===== src/rtl/conv_maxpool.sv =====
// 2x2 stride-2 max pooling over a raster pixel stream.
// Half-width line buffer of pair maxima, valid/ready on both sides.
module conv_maxpool #(
  parameter int DATA_W = 8,
  parameter int IMG_W  = 8,
  parameter int IMG_H  = 8
) (
  input  logic              clk,
  input  logic              rst_n,
  input  logic              start,
  input  logic [DATA_W-1:0] in_data,
  input  logic              in_valid,
  output logic              in_ready,
  output logic [DATA_W-1:0] out_data,
  output logic              out_valid,
  input  logic              out_ready,
  output logic              busy,
  output logic              done
);

  localparam int CW = (IMG_W > 1) ? $clog2(IMG_W) : 1;
  localparam int RW = (IMG_H > 1) ? $clog2(IMG_H) : 1;
  localparam int LW = IMG_W / 2;
  localparam int HW = (LW > 1) ? $clog2(LW) : 1;
  localparam logic [CW-1:0] COL_LAST = CW'(IMG_W - 1);
  localparam logic [RW-1:0] ROW_LAST = RW'(IMG_H - 1);

  typedef enum logic [1:0] {
    S_IDLE,
    S_RUN,
    S_DONE
  } state_t;

  state_t            r_state;
  state_t            w_next;
  logic [CW-1:0]     r_col;
  logic [RW-1:0]     r_row;
  logic [DATA_W-1:0] r_pair;
  logic [DATA_W-1:0] r_out;
  logic              r_ov;
  logic              r_last;
  logic [DATA_W-1:0] r_lbuf [LW];

  logic              w_acc;
  logic              w_ohs;
  logic              w_col_end;
  logic              w_row_end;
  logic [CW-1:0]     w_half;
  logic [HW-1:0]     w_idx;
  logic [DATA_W-1:0] w_a;
  logic [DATA_W-1:0] w_max;

  assign busy      = (r_state == S_RUN);
  assign done      = (r_state == S_DONE);
  assign out_data  = r_out;
  assign out_valid = r_ov;
  assign in_ready  = busy && !(r_ov && !out_ready);
  assign w_acc     = in_valid && in_ready;
  assign w_ohs     = r_ov && out_ready;
  assign w_col_end = (r_col == COL_LAST);
  assign w_row_end = (r_row == ROW_LAST);
  assign w_half    = r_col >> 1;
  assign w_idx     = w_half[HW-1:0];

  // Odd-row even-col pixels pair with the stored top-row maximum.
  assign w_a   = (r_row[0] && !r_col[0]) ? r_lbuf[w_idx] : r_pair;
  assign w_max = (w_a > in_data) ? w_a : in_data;

  always_comb begin
    w_next = r_state;
    unique case (r_state)
      S_IDLE:  if (start) w_next = S_RUN;
      S_RUN:   if (w_ohs && r_last) w_next = S_DONE;
      S_DONE:  w_next = S_IDLE;
      default: w_next = S_IDLE;
    endcase
  end

  always_ff @(posedge clk or negedge rst_n) begin
    if (!rst_n) begin
      r_state <= S_IDLE;
      r_col   <= '0;
      r_row   <= '0;
      r_pair  <= '0;
      r_out   <= '0;
      r_ov    <= 1'b0;
      r_last  <= 1'b0;
    end else begin
      r_state <= w_next;
      if (r_state == S_DONE) r_last <= 1'b0;
      else if (w_acc && w_col_end && w_row_end) r_last <= 1'b1;
      if (w_acc) begin
        if (w_col_end) begin
          r_col <= '0;
          r_row <= w_row_end ? '0 : r_row + RW'(1);
        end else begin
          r_col <= r_col + CW'(1);
        end
      end
      if (w_acc && r_row[0] && r_col[0]) begin
        r_out <= w_max;
        r_ov  <= 1'b1;
      end else if (w_ohs) begin
        r_ov  <= 1'b0;
      end
      if (w_acc && !r_col[0]) begin
        r_pair <= r_row[0] ? w_max : in_data;
      end
    end
  end

  always_ff @(posedge clk) begin
    if (w_acc && !r_row[0] && r_col[0]) r_lbuf[w_idx] <= w_max;
  end

endmodule


===== config.mk =====
export PLATFORM = sky130hd
export DESIGN_NAME = conv_maxpool
export DESIGN_NICKNAME = d
export VERILOG_FILES = /design/src/rtl/conv_maxpool.sv
export SDC_FILE = /design/constraint.sdc
export NUM_CORES = 1
export LEC_CHECK = 0
export ABC_CLOCK_PERIOD_IN_PS = 2750
export BUFFER_PORTS_ARGS = -buffer_cell sky130_fd_sc_hd__buf_2
export CORE_AREA = 10 10 110 112
export CTS_CLUSTER_DIAMETER = 40
export DETAILED_ROUTE_END_ITERATION = 6
export DIE_AREA = 0 0 120 122
export SYNTH_ARGS = -nofsm -noshare
export SYNTH_HDL_FRONTEND = slang
export SYNTH_SLANG_ARGS = --single-unit

===== constraint.sdc =====
create_clock -name clk -period 2.75 [get_ports clk]
set_input_delay 0.55 -clock clk [delete_from_list [all_inputs] [get_ports clk]]
set_output_delay 0.55 -clock clk [all_outputs]
set_load 0.01 [all_outputs]

## Yosys cells after proc, flatten, opt, wreduce, memory -nomap -nowiden

Memories as Yosys holds them, arrays and structs flattened.
Index checks and enable logic that the tools add are counted.

| word-level totals | value |
|---|---|
| bits in registers | 26 |
| memory bits (writable) | 32 |
| bits of input ports | 13 |
| output and inout port bits | 12 |
| word-level logic and storage cells | 53 |
| memories | 1 |

Memory list:

| name | depth | bits a word | read ports | clocked after Yosys merged registers in | wr ports | line | RTL |
|---|---|---|---|---|---|---|---|
| r_lbuf | 4 | 8 | 1 | 0 | 1 | 42 | `logic [DATA_W-1:0] r_lbuf [LW];` |

| operators by class | value |
|---|---|
| $add $sub $neg | 2 |
| order comparisons | 1 |
| eq/ne operators | 6 |
| mux-type cells | 14 |
| reduce and logical (&&, ||, !) cells | 22 |

Operators with widths:

| operator | number |
|---|---|
| $mux W8 | 3 |
| $logic_and A1 B1 Y1 | 13 |
| $gt A8 B8 Y1 | 1 |
| $add A3 B1 Y3 const B | 2 |
| $eq A3 B3 Y1 const B | 2 |
| $mux W1 | 6 |
| $mux W3 | 2 |
| $logic_not A1 Y1 | 4 |
| $mux W2 | 2 |
| $pmux W2 S2 | 1 |
| $reduce_and A2 Y1 | 2 |
| $reduce_bool A2 Y1 | 2 |
| $eq A2 B1 Y1 const B | 1 |
| $eq A2 B2 Y1 const B | 1 |
| $logic_not A2 Y1 | 1 |
| $ne A2 B1 Y1 const B | 1 |
| $ne A2 B2 Y1 const B | 1 |

## Depth between registers and ports, before layout

Gate-level depths: netlist of run 1.

| depth | value |
|---|---|
| word-level depth | 9 |
| mapped depth | 11 |
| depth with buffers taken out | 8 |

## Least setup slack after synthesis of run 1

Ideal clock, no wire load.

| path | value |
|---|---|
| kind | register to register |
| from | reg r_col[1] |
| to | mem r_lbuf[0][0], data pin |
| library setup time | 0.270 ns |
| arrival time | 2.557 ns |
| required time | 2.480 ns |
| path slack | -0.077 ns |
| cell stages (with the launch flop) | 11 |
| buffers on the path | 2 |
| period minus slack after synthesis | 2.827 ns |
| cells stage by stage | dfrtp_1 > buf_6 > mux4_2 > mux2_2 > ha_1 > nand2_1 > o21a_1 > nor2_1 > buf_4 > o21a_1 > nor2_1 |

| on the way | value |
|---|---|
| longest elaborated chain between the ends | 4 |

RTL lines:

| element | line | RTL |
|---|---|---|
| from (decl) | 36 | `logic [CW-1:0] r_col;` |
| from (signal assigned) | 97 | `r_col <= r_col + CW'(1);` |
| $mem_v2 Z4 W8 (*) | - |  |
| $mux W8 (*) | 66 | `assign w_a = (r_row[0] && !r_col[0]) ? r_lbuf[w_idx] : r_pair;` |
| $gt A8 B8 Y1 | 67 | `assign w_max = (w_a > in_data) ? w_a : in_data;` |
| $mux W8 (*) | 67 |  |
| net w_max[0] | 51 | `logic [DATA_W-1:0] w_max;` |
| to (decl) | 42 |  |

Mark *: on every way through the listed nets, which the timed path passes. The rest lies on a longest branch.

## Worst setup path after layout of run 1

| path | value |
|---|---|
| from | reg r_col[1] |
| to | reg r_pair[5] |

| on the way | value |
|---|---|
| longest elaborated chain between the ends | 5 |

RTL lines:

| element | line | RTL |
|---|---|---|
| $mem_v2 Z4 W8 (*) | - |  |
| $mux W8 (*) | 66 |  |
| $gt A8 B8 Y1 | 67 |  |
| $mux W8 (*) | 67 |  |
| $mux W8 (*) | 107 | `r_pair <= r_row[0] ? w_max : in_data;` |
| to (signal assigned) | 107 |  |
| to (decl) | 38 | `logic [DATA_W-1:0] r_pair;` |

Every way passes the cells marked *; elsewhere a longest branch is shown, timed or not.
A chain may end at the register's enable or synchronous reset.

==> metrics.yaml, run 1 <==
drive_gt1_share_pct: 53.51
coreArea_um2: 10050
portBuffers: 24
cts_made_buffers: 9
route.met2.wl_mm: 3.408
slowest_delay_ns: 0.51
setup_tns_ns: -3.241
critPathRequiredTime_ns: 2.98
ios: 25
seq_power_share_pct: 26.8
cts_tree: "done"
leakagePower_nw: 1.670
report.power.total_mw: 5.275
seq_area_frac_synth_pct: 55.35
ys_warn_count: 0
yosys-mux-area-fraction_pct: 10.61
async_flop_share_pct: 44.83
rows: 37
cp-start-kind: "flop"
die_area_um2: 14640
rsz0062_at_grt: "yes"
power_frac_comb_pct: 55.3
hp-class: "primary input to async pin"
ant_nets: 0
internal_power_mw: 3.356
dpl.hpwl_mm: 4.993
cts_hold_buffers: 0
clockPowerShare_pct: 17.9
yosys.area.top_type: "edfxtp_1"
fillers: 906
wl_met1_mm: 3.224
slowest_stage: "mux4_2"
crit_arrival_ns: 3.12
initial_utilization_pct: 28.98
clk_pin_slew_worst_paths_ns: 0.07
power.density_nw_per_um2: 1262
totalWireLength_mm: 6.974
clock-root-buffer: "clkbuf_8"
syn-instance-count: 228
finClkSkew_ns: 0.008850
synthFlopType: "edfxtp_1"
maxCapViolations: 0
grt_pass1_wl_mm: 11.16
yosysUniqueCellTypes: 43
failed_checks: "negative setup slack"
synth_most_common_cell: "edfxtp_1"
syn2layout_area_growth_pct: 43.53
ys_top_cells_by_area: "edfxtp_1, dfrtp_1, ha_1"
netSwitchingFraction_pct: 36.38
hold_viol_final: 0
yosys.area.top_type_share_pct: 33.00
path_class: "flop to flop"
cts_buffer_depth: 2
cts_sinks: 58
gp_congestion: 0.7945
wl_per_cell_um: 16.03
netSwitchingPower_mw: 1.919
critPathMaxFanout: 6
grt-ovfl-total: 0
synth_xor_area_share_pct: 0
grt_pass1_vias: 2143
endpoint_kind: "flop"
slew_headroom_pct: 56.13
status: "complete, but fails checks"
drv_slew: 0
syn_avg_cell_area_um2: 12.77
top_layer: "met4"
first_pass_iters: 4
ys_seq_elements: 58
wl_met3_um: 201
critical_path_buf_inv_count: 2
synth_compound_area_share_pct: 12.29
diodes: 0
viasPerCell: 4.637
layout_min_cycle_time_ns: 2.891
path_cells: "buf_12 > mux4_2 > mux2_4 > ha_4 > nand4_4 > or3b_4 > a21oi_4 > buf_6 > nor3_2 > o31ai_1"
antenna_found_initial: 0
synthSimpleGateAreaFrac_pct: 13.11
synth_top_family_by_area: "simple AND/OR/NAND/NOR gates"
fmax_mhz: 345.9
drc: 0
synth_edf_count: 32
setup_viol: 43
drtIter0Drc: 114
synth_common_cells: "edfxtp_1, dfrtp_1, nand2_1"
cts_max_level: 3
max_slew.worst_pin.slew_ns: 0.6581
place_ws_ns: -0.2576
syn-num-nets: 253
irDropWorstVdd_uv: 395.8
synthAdderAreaFrac_pct: 5.157
grt_max_degree: 27
mappedNetlistArea_um2: 2912
chipWidth_um: 120
clk_latency_ns: 0.34
grt.total_usage_pct: 9.758
routed-via-count: 2017
fin_crit_sh_pct: 105.1
dieHeight_um: 122
setup_slack_ns: -0.1414
layout.nets: 319
crit_family: "multiplexers"
-- power by group through the flow --
| stage | clock network (mW) | logic (mW) | registers (mW) |
|---|---|---|---|
| 2_1_floorplan | 0 | 1.38 | 1.41 |
| 3_3_place_gp | 0 | 2.11 | 1.42 |
| 3_5_place_dp | 0 | 2.14 | 1.42 |
| 4_1_cts | 0.964 | 2.41 | 1.41 |
| 5_1_grt | 1.01 | 3.17 | 1.44 |
| 6_report | 0.945 | 2.92 | 1.41 |
-- kinds of logic (layout without fill, tap and decap cells) --
kind of cell	count (synthesis)	count (layout)
and+or+nand+nor	74	74
DFF	58	58
AOI/OAI and AO/OA	45	45
buffers and inverters	20	91
muxes	19	19
adders and majority gates	12	12
-- per-layer routing --
metal,global-route usage (%),up-vias
li1,-,988
met1,11.85,998
met2,15.89,22
met3,2.313,9
met4,5.053,0
met5,0,-
-- worst register-to-register path, delay by kind of cell (launching register included) --
family	cells	cell delay (ns)
AOI/OAI and AO/OA	2	0.35
DFF	1	0.41
muxes	2	0.84
adders and majority gates	1	0.29
buffers and inverters	2	0.30
and+or+nand+nor	3	0.62
-- stage by stage --
step	area, um2	util [%]	cells	hold slack (ns)
4_1_cts	3929	39.11	431	0.2633
6_report	4179	41.60	435	0.2267
2_1_floorplan	3023	-	228	0.2544
3_3_place_gp	3493	34.77	409	0.4485
3_5_place_dp	3493	34.77	409	0.4630
5_1_grt	4179	41.60	435	0.2738
-- flip-flops by register name, indices dropped and copies added (netlist names) --
register   flops
r_last         1
r_lbuf        32
r_col          3
r_pair         8
r_row          3
out_valid      1
r_state        2
out_data       8
-- final timing paths --
kind                            start          to  slack [ns]  cells after the start
min in group clk                start  r_state[0]        0.47                      3
min reg2reg                r_state[1]  r_state[1]        0.48                      1
min                             rst_n    r_col[0]        0.23                      1
max in group asynchronous       rst_n    r_col[1]        2.07                      1
max                          r_col[1]   r_pair[5]       -0.14                     10
max reg2reg                  r_col[1]   r_pair[5]       -0.14                     10
-- final cells by class --
class                   instances  area, um2  share of cell area, %
clock inverters                 7      117.6                  2.814
multi-input cells             150       1635                  39.13
well taps                     136      170.2                  4.072
clock buffers                   9      123.9                  2.964
flip-flops and latches         58       1613                  38.59
inverters                       9      33.78                 0.8084
repair buffers                 66      485.5                  11.62
-- cell usage in the layout (no fill, tap or decap), types with 3 or more instances in the layout --
cell,count
a21oi_1,5
a21oi_2,5
and3_1,3
buf_2,24
buf_4,31
buf_6,10
bufinv_16,3
clkbuf_8,9
dfrtp_1,25
edfxtp_1,32
ha_1,6
ha_4,6
inv_1,9
mux2_2,3
mux2_4,6
mux4_2,8
nand2_1,22
nand2b_1,5
nor2_1,3
nor2_4,8
nor3_2,8
nor3_4,8
o21ai_0,3
o21ba_4,5
o31ai_1,9
o31ai_4,5
-- what timing repair did --
item | in CTS | in global routing
setup buffers | 6 | 4
setup endpoints to repair | 48 | 48
resized for setup | 34 | 48
pin swaps | 25 | 18
No activity file was read; power rests on OpenSTA's default activity.
==> inputs of run 2 (changes only) <==
CELL_PAD_IN_SITES_DETAIL_PLACEMENT = 1   (was not set)
CELL_PAD_IN_SITES_GLOBAL_PLACEMENT = 2   (was not set)
PLACE_DENSITY_LB_ADDON = 0.1   (was not set)
==> metrics.yaml, run 2 (same netlist as run 1, synthesis figures left out) <==
rows: 37  # unchanged
critPathMaxFanout: 8  # +2
slowest_delay_ns: 0.54  # +0.03 ns
ant_nets: 0  # unchanged
drv_slew: 0  # unchanged
path_class: "flop to flop"
largest_reg_flops: 32  # unchanged
multiInputGateArea_um2: 1549  # -5.3%
coreArea_um2: 10050  # unchanged
final_common_cell: "buf_4"
fin_crit_sh_pct: 109.5  # +4.4 points
dieHeight_um: 122  # unchanged
setup_tns_ns: -9.282  # -6.041 ns
grt_max_degree: 27  # unchanged
dpl.hpwl_mm: 5.844  # +17%
portBuffers: 24  # unchanged
cts_buffer_depth: 2  # unchanged
irDropWorstVdd_uv: 321.8  # -19%
cts_made_buffers: 9  # unchanged
cts_tree: "done"
max_slew.worst_pin.slew_ns: 0.7258  # +0.06776 ns
setup_slack_ns: -0.2617  # -0.1203 ns
fmax_mhz: 332.0  # -4.0%
diodes: 0  # unchanged
drtIter0Drc: 99  # -13%
cts_hold_buffers: 0  # unchanged
placedCellCount: 409  # unchanged
wl_per_cell_um: 18.58  # +16%
crit_arrival_ns: 3.11  # about the same
status: "complete, but fails checks"
ios: 25  # unchanged
drc: 0  # unchanged
totalWireLength_mm: 8.251  # +18%
hold_viol_final: 0  # unchanged
critPathRequiredTime_ns: 2.84  # -0.14 ns
power.density_nw_per_um2: 1279  # +1.3%
grt_pass1_wl_mm: 13.03  # +17%
gp_congestion: 0.7313  # -8.0%
rsz0062_at_grt: "yes"
fillers: 1078  # +19%
slowest_stage: "mux4_2"
layout.nets: 328  # +2.8%
hp-class: "primary input to async pin"
clk_pin_slew_worst_paths_ns: 0.08  # about the same
viasPerCell: 4.741  # +2.2%
grt-ovfl-total: 0  # unchanged
layout_common_cells: "buf_4, edfxtp_1, dfrtp_1, buf_2, nand2_1"
initial_utilization_pct: 28.98  # unchanged
leakagePower_nw: 1.686  # +0.97%
clk_latency_ns: 0.34  # about the same
cts_sinks: 58  # unchanged
regArea_um2: 1613  # unchanged
cts_max_level: 3  # unchanged
chipWidth_um: 120  # unchanged
clock-root-buffer: "clkbuf_8"
grt.total_usage_pct: 11.76  # +2.0 points
finClkSkew_ns: 0.01063  # +0.001781 ns
routed-via-count: 2105  # +4.4%
largest_register: "r_lbuf"
cp-start-kind: "flop"
failed_checks: "negative setup slack"
hold_ws_ns: 0.2380  # +0.01134 ns
endpoint_kind: "flop"
slew_headroom_pct: 51.61  # -4.5 points
path_cells: "buf_6 > mux4_2 > mux2_4 > ha_4 > nand4_4 > buf_6 > a211oi_4 > buf_12 > o21ba_4 > nor2_1 > buf_4"
first_pass_iters: 4  # unchanged
die_area_um2: 14640  # unchanged
setup_viol: 48  # +12%
cp_common_cell: "buf_6"
maxCapViolations: 0  # unchanged
syn2layout_area_growth_pct: 44.05
layout_min_cycle_time_ns: 3.012  # +0.1203 ns
antenna_found_initial: 0  # unchanged
drive_gt1_share_pct: 51.95  # -1.6 points
grt_pass1_vias: 2293  # +7.0%
instances_no_fill: 444  # +2.1%
-- run 2: path summary, 6_finish.rpt --
kind,startpoint,to,slack [ns],depth (start not counted)
setup / recovery,r_col[1],r_lbuf[2][7],-0.26,11
hold / removal,rst_n,r_row[1],0.24,1
setup reg to reg,r_col[1],r_lbuf[2][7],-0.26,11
hold reg to reg,r_state[1],r_state[0],0.47,1
max in group asynchronous,rst_n,r_col[1],2.04,1
min in group clk,start,r_state[0],0.46,3
-- run 2: where the power goes --
part / internal, mW / switching (mW) / leakage (nW)
sequential: 1.28 / 0.121 / 0.612
clock: 0.517 / 0.376 / 0.110
combinational: 1.58 / 1.49 / 0.965
-- run 2: through the flow --
step	total power, mW	util [%]	worst slack [ns]	area [um2]
3_5_place_dp	3.690	35.02	-0.4064	3518
5_1_grt	5.733	41.75	-0.3685	4194
3_3_place_gp	3.685	35.02	-0.3816	3518
2_1_floorplan	2.794	-	-0.02185	3023
4_1_cts	5.023	39.94	-0.2765	4013
6_report	5.362	41.75	-0.2617	4194
-- run 2: final cells by class --
class | count | area share [%]
Sequential cell | 58 | 38.45
Multi-Input combinational cell | 150 | 36.93
Timing Repair Buffer | 75 | 14.35
Tap cell | 136 | 4.057
Clock buffer | 9 | 2.953
Clock inverter | 7 | 2.446
Inverter | 9 | 0.8055
-- run 2: metal layers --
metal / track usage [%] / routed length [um] / vias up
met5: 0 / 0 / -
met3: 2.868 / 166 / 5
li1: - / - / 1000
met1: 15.47 / 3952 / 1083
met4: 3.620 / 67 / 0
met2: 18.78 / 4065 / 17
-- run 2: critical path, delay by kind of cell, from the launching register on --
family,cells,cell delay [ns]
compound gates,2,0.41
fa+ha+maj,1,0.28
buf+inv,4,0.61
flops,1,0.43
mux,2,0.86
simple gates,2,0.16
-- run 2: timing repair --
action,CTS,global route
pin swaps,12,23
gates resized for setup,39,36
setup buffers,10,11
setup endpoints to repair,48,48
cloned,1,0
==> inputs of run 3 (changes only) <==
ABC_CLOCK_PERIOD_IN_PS = 2700   (was 2750)
CELL_PAD_IN_SITES_DETAIL_PLACEMENT = 0   (was 1)
CELL_PAD_IN_SITES_GLOBAL_PLACEMENT = 1   (was 2)
SETUP_SLACK_MARGIN = 0.05   (was not set)
clock period = 2.7 ns   (was 2.75 ns; I/O delays follow)
==> metrics.yaml, run 3 (same netlist as run 1, synthesis figures left out) <==
final_common_cell: "buf_4"
viasPerCell: 4.635  # -2.2%
multiInputGateArea_um2: 1603  # +3.5%
fillers: 930  # -14%
wl_per_cell_um: 16.61  # -11%
gp_congestion: 0.7394  # +1.1%
coreArea_um2: 10050  # unchanged
layout_min_cycle_time_ns: 2.945  # -0.06684 ns
cts_hold_buffers: 0  # unchanged
path_cells: "buf_12 > mux4_2 > mux2_4 > ha_4 > nand4_1 > nor2_4 > buf_6 > nor2_4 > buf_6 > buf_6 > nor3_4 > nor2_4"
ios: 25  # unchanged
slew_headroom_pct: 55.72  # +4.1 points
setup_tns_ns: -7.696  # +1.586 ns
critPathMaxFanout: 7  # -1
portBuffers: 24  # unchanged
hp-class: "primary input to async pin"
grt_max_degree: 27  # unchanged
power.density_nw_per_um2: 1305  # +2.0%
cts_max_level: 3  # unchanged
fmax_mhz: 339.6  # +2.3%
rsz0062_at_grt: "yes"
max_slew.worst_pin.slew_ns: 0.6643  # -0.06159 ns
instances_no_fill: 446  # +0.45%
grt_pass1_wl_mm: 12.16  # -6.7%
drc: 0  # unchanged
grt-ovfl-total: 0  # unchanged
drtIter0Drc: 52  # -47%
largest_register: "r_lbuf"
chipWidth_um: 120  # unchanged
diodes: 0  # unchanged
slowest_stage: "mux4_2"
leakagePower_nw: 1.717  # +1.8%
hold_viol_final: 0  # unchanged
clk_pin_slew_worst_paths_ns: 0.07  # about the same
layout_common_cells: "buf_4, edfxtp_1, dfrtp_1, buf_2, nand2_1"
irDropWorstVdd_uv: 371.0  # +15%
cts_sinks: 58  # unchanged
largest_reg_flops: 32  # unchanged
critPathRequiredTime_ns: 2.78  # -0.06 ns
initial_utilization_pct: 28.98  # unchanged
dieHeight_um: 122  # unchanged
fin_crit_sh_pct: 109.1  # -0.45 points
finClkSkew_ns: 0.009563  # -0.001067 ns
first_pass_iters: 4  # unchanged
cts_buffer_depth: 2  # unchanged
status: "complete, but fails checks"
die_area_um2: 14640  # unchanged
maxCapViolations: 0  # unchanged
setup_viol: 48  # unchanged
clk_latency_ns: 0.34  # about the same
reg2reg_from: "r_col[1]"
routed-via-count: 2067  # -1.8%
grt_pass1_vias: 2208  # -3.7%
path_class: "flop to flop"
regArea_um2: 1613  # unchanged
rows: 37  # unchanged
grt.total_usage_pct: 10.73  # -1.0 points
cts_made_buffers: 9  # unchanged
setup_slack_ns: -0.2448  # +0.01685 ns
layout.nets: 330  # +0.61%
crit_arrival_ns: 3.03  # -0.08 ns
antenna_found_initial: 0  # unchanged
drive_gt1_share_pct: 53.23  # +1.3 points
ant_nets: 0  # unchanged
totalWireLength_mm: 7.406  # -10%
dpl.hpwl_mm: 5.416  # -7.3%
hold_ws_ns: 0.2299  # -0.008128 ns
endpoint_kind: "flop"
placedCellCount: 424  # +3.7%
drv_slew: 0  # unchanged
cts_tree: "done"
failed_checks: "negative setup slack"
slowest_delay_ns: 0.50  # -0.04 ns
clock-root-buffer: "clkbuf_8"
syn2layout_area_growth_pct: 46.24
cp-start-kind: "flop"
cp-startpoint: "r_col[1]"
[run 3: cell count changes in the layout (fill, tap and decap cells not counted), sizes merged]
cell	delta
buf	+2
clkinv	+1
inv	-1
[run 3: critical path, delay by kind of cell, from the launching register on]
| kind | cells | cell delay [ns] |
|---|---|---|
| and+or+nand+nor | 5 | 0.70 |
| muxes | 2 | 0.81 |
| buffers and inverters | 4 | 0.49 |
| DFF | 1 | 0.41 |
| adders and majority gates | 1 | 0.28 |
[run 3: stage by stage]
step	worst slack [ns]	power (mW)	instance area (um2)	util, %
after floorplan	-0.03647	2.997	3109	-
after global placement	-0.3462	4.109	3720	37.03
after detailed placement	-0.3403	4.117	3720	37.03
after CTS	-0.2695	5.470	4203	41.84
after global routing	-0.3485	5.924	4258	42.38
final	-0.2448	5.555	4258	42.38
[run 3: timing repair]
item / 4_1_cts / 5_1_grt
gates resized for setup: 50 / 14
buffers inserted: 9 / 4
pin swaps: 27 / 16
cloned: 1 / 0
endpoints found under the hold margin: 0 / 0
endpoints found under the setup margin: 48 / 48
[run 3: area by class of cell]
type,instances,share of cell area (%)
inverters,9,0.7934
clock inverters,7,2.204
well taps,136,3.996
multi-input cells,150,37.64
clock buffers,9,2.909
repair buffers,77,14.58
flip-flops and latches,58,37.88
[run 3: where the power goes]
group	leakage (nW)	total (mW)	switching [mW]	internal, mW
combinational	0.999	3.25	1.53	1.71
clock	0.107	0.896	0.378	0.518
sequential	0.612	1.41	0.107	1.31
[run 3: final timing paths]
kind	endpoint	slack, ns	depth (start not counted)
setup / recovery	r_lbuf[0][1]	-0.24	12
hold / removal	out_valid	0.23	1
setup reg to reg	r_lbuf[0][1]	-0.24	12
hold reg to reg	r_state[0]	0.47	1
max in group asynchronous	r_col[1]	2.00	1
min in group clk	r_state[0]	0.46	3
[run 3: routing by layer]
layer | vias to the layer above | global-route usage [%] | routed length (um)
li1 | 1009 | - | -
met1 | 1022 | 13.98 | 3625
met2 | 28 | 16.88 | 3398
met3 | 8 | 2.544 | 289
met4 | 0 | 4.299 | 92
met5 | - | 0 | 0
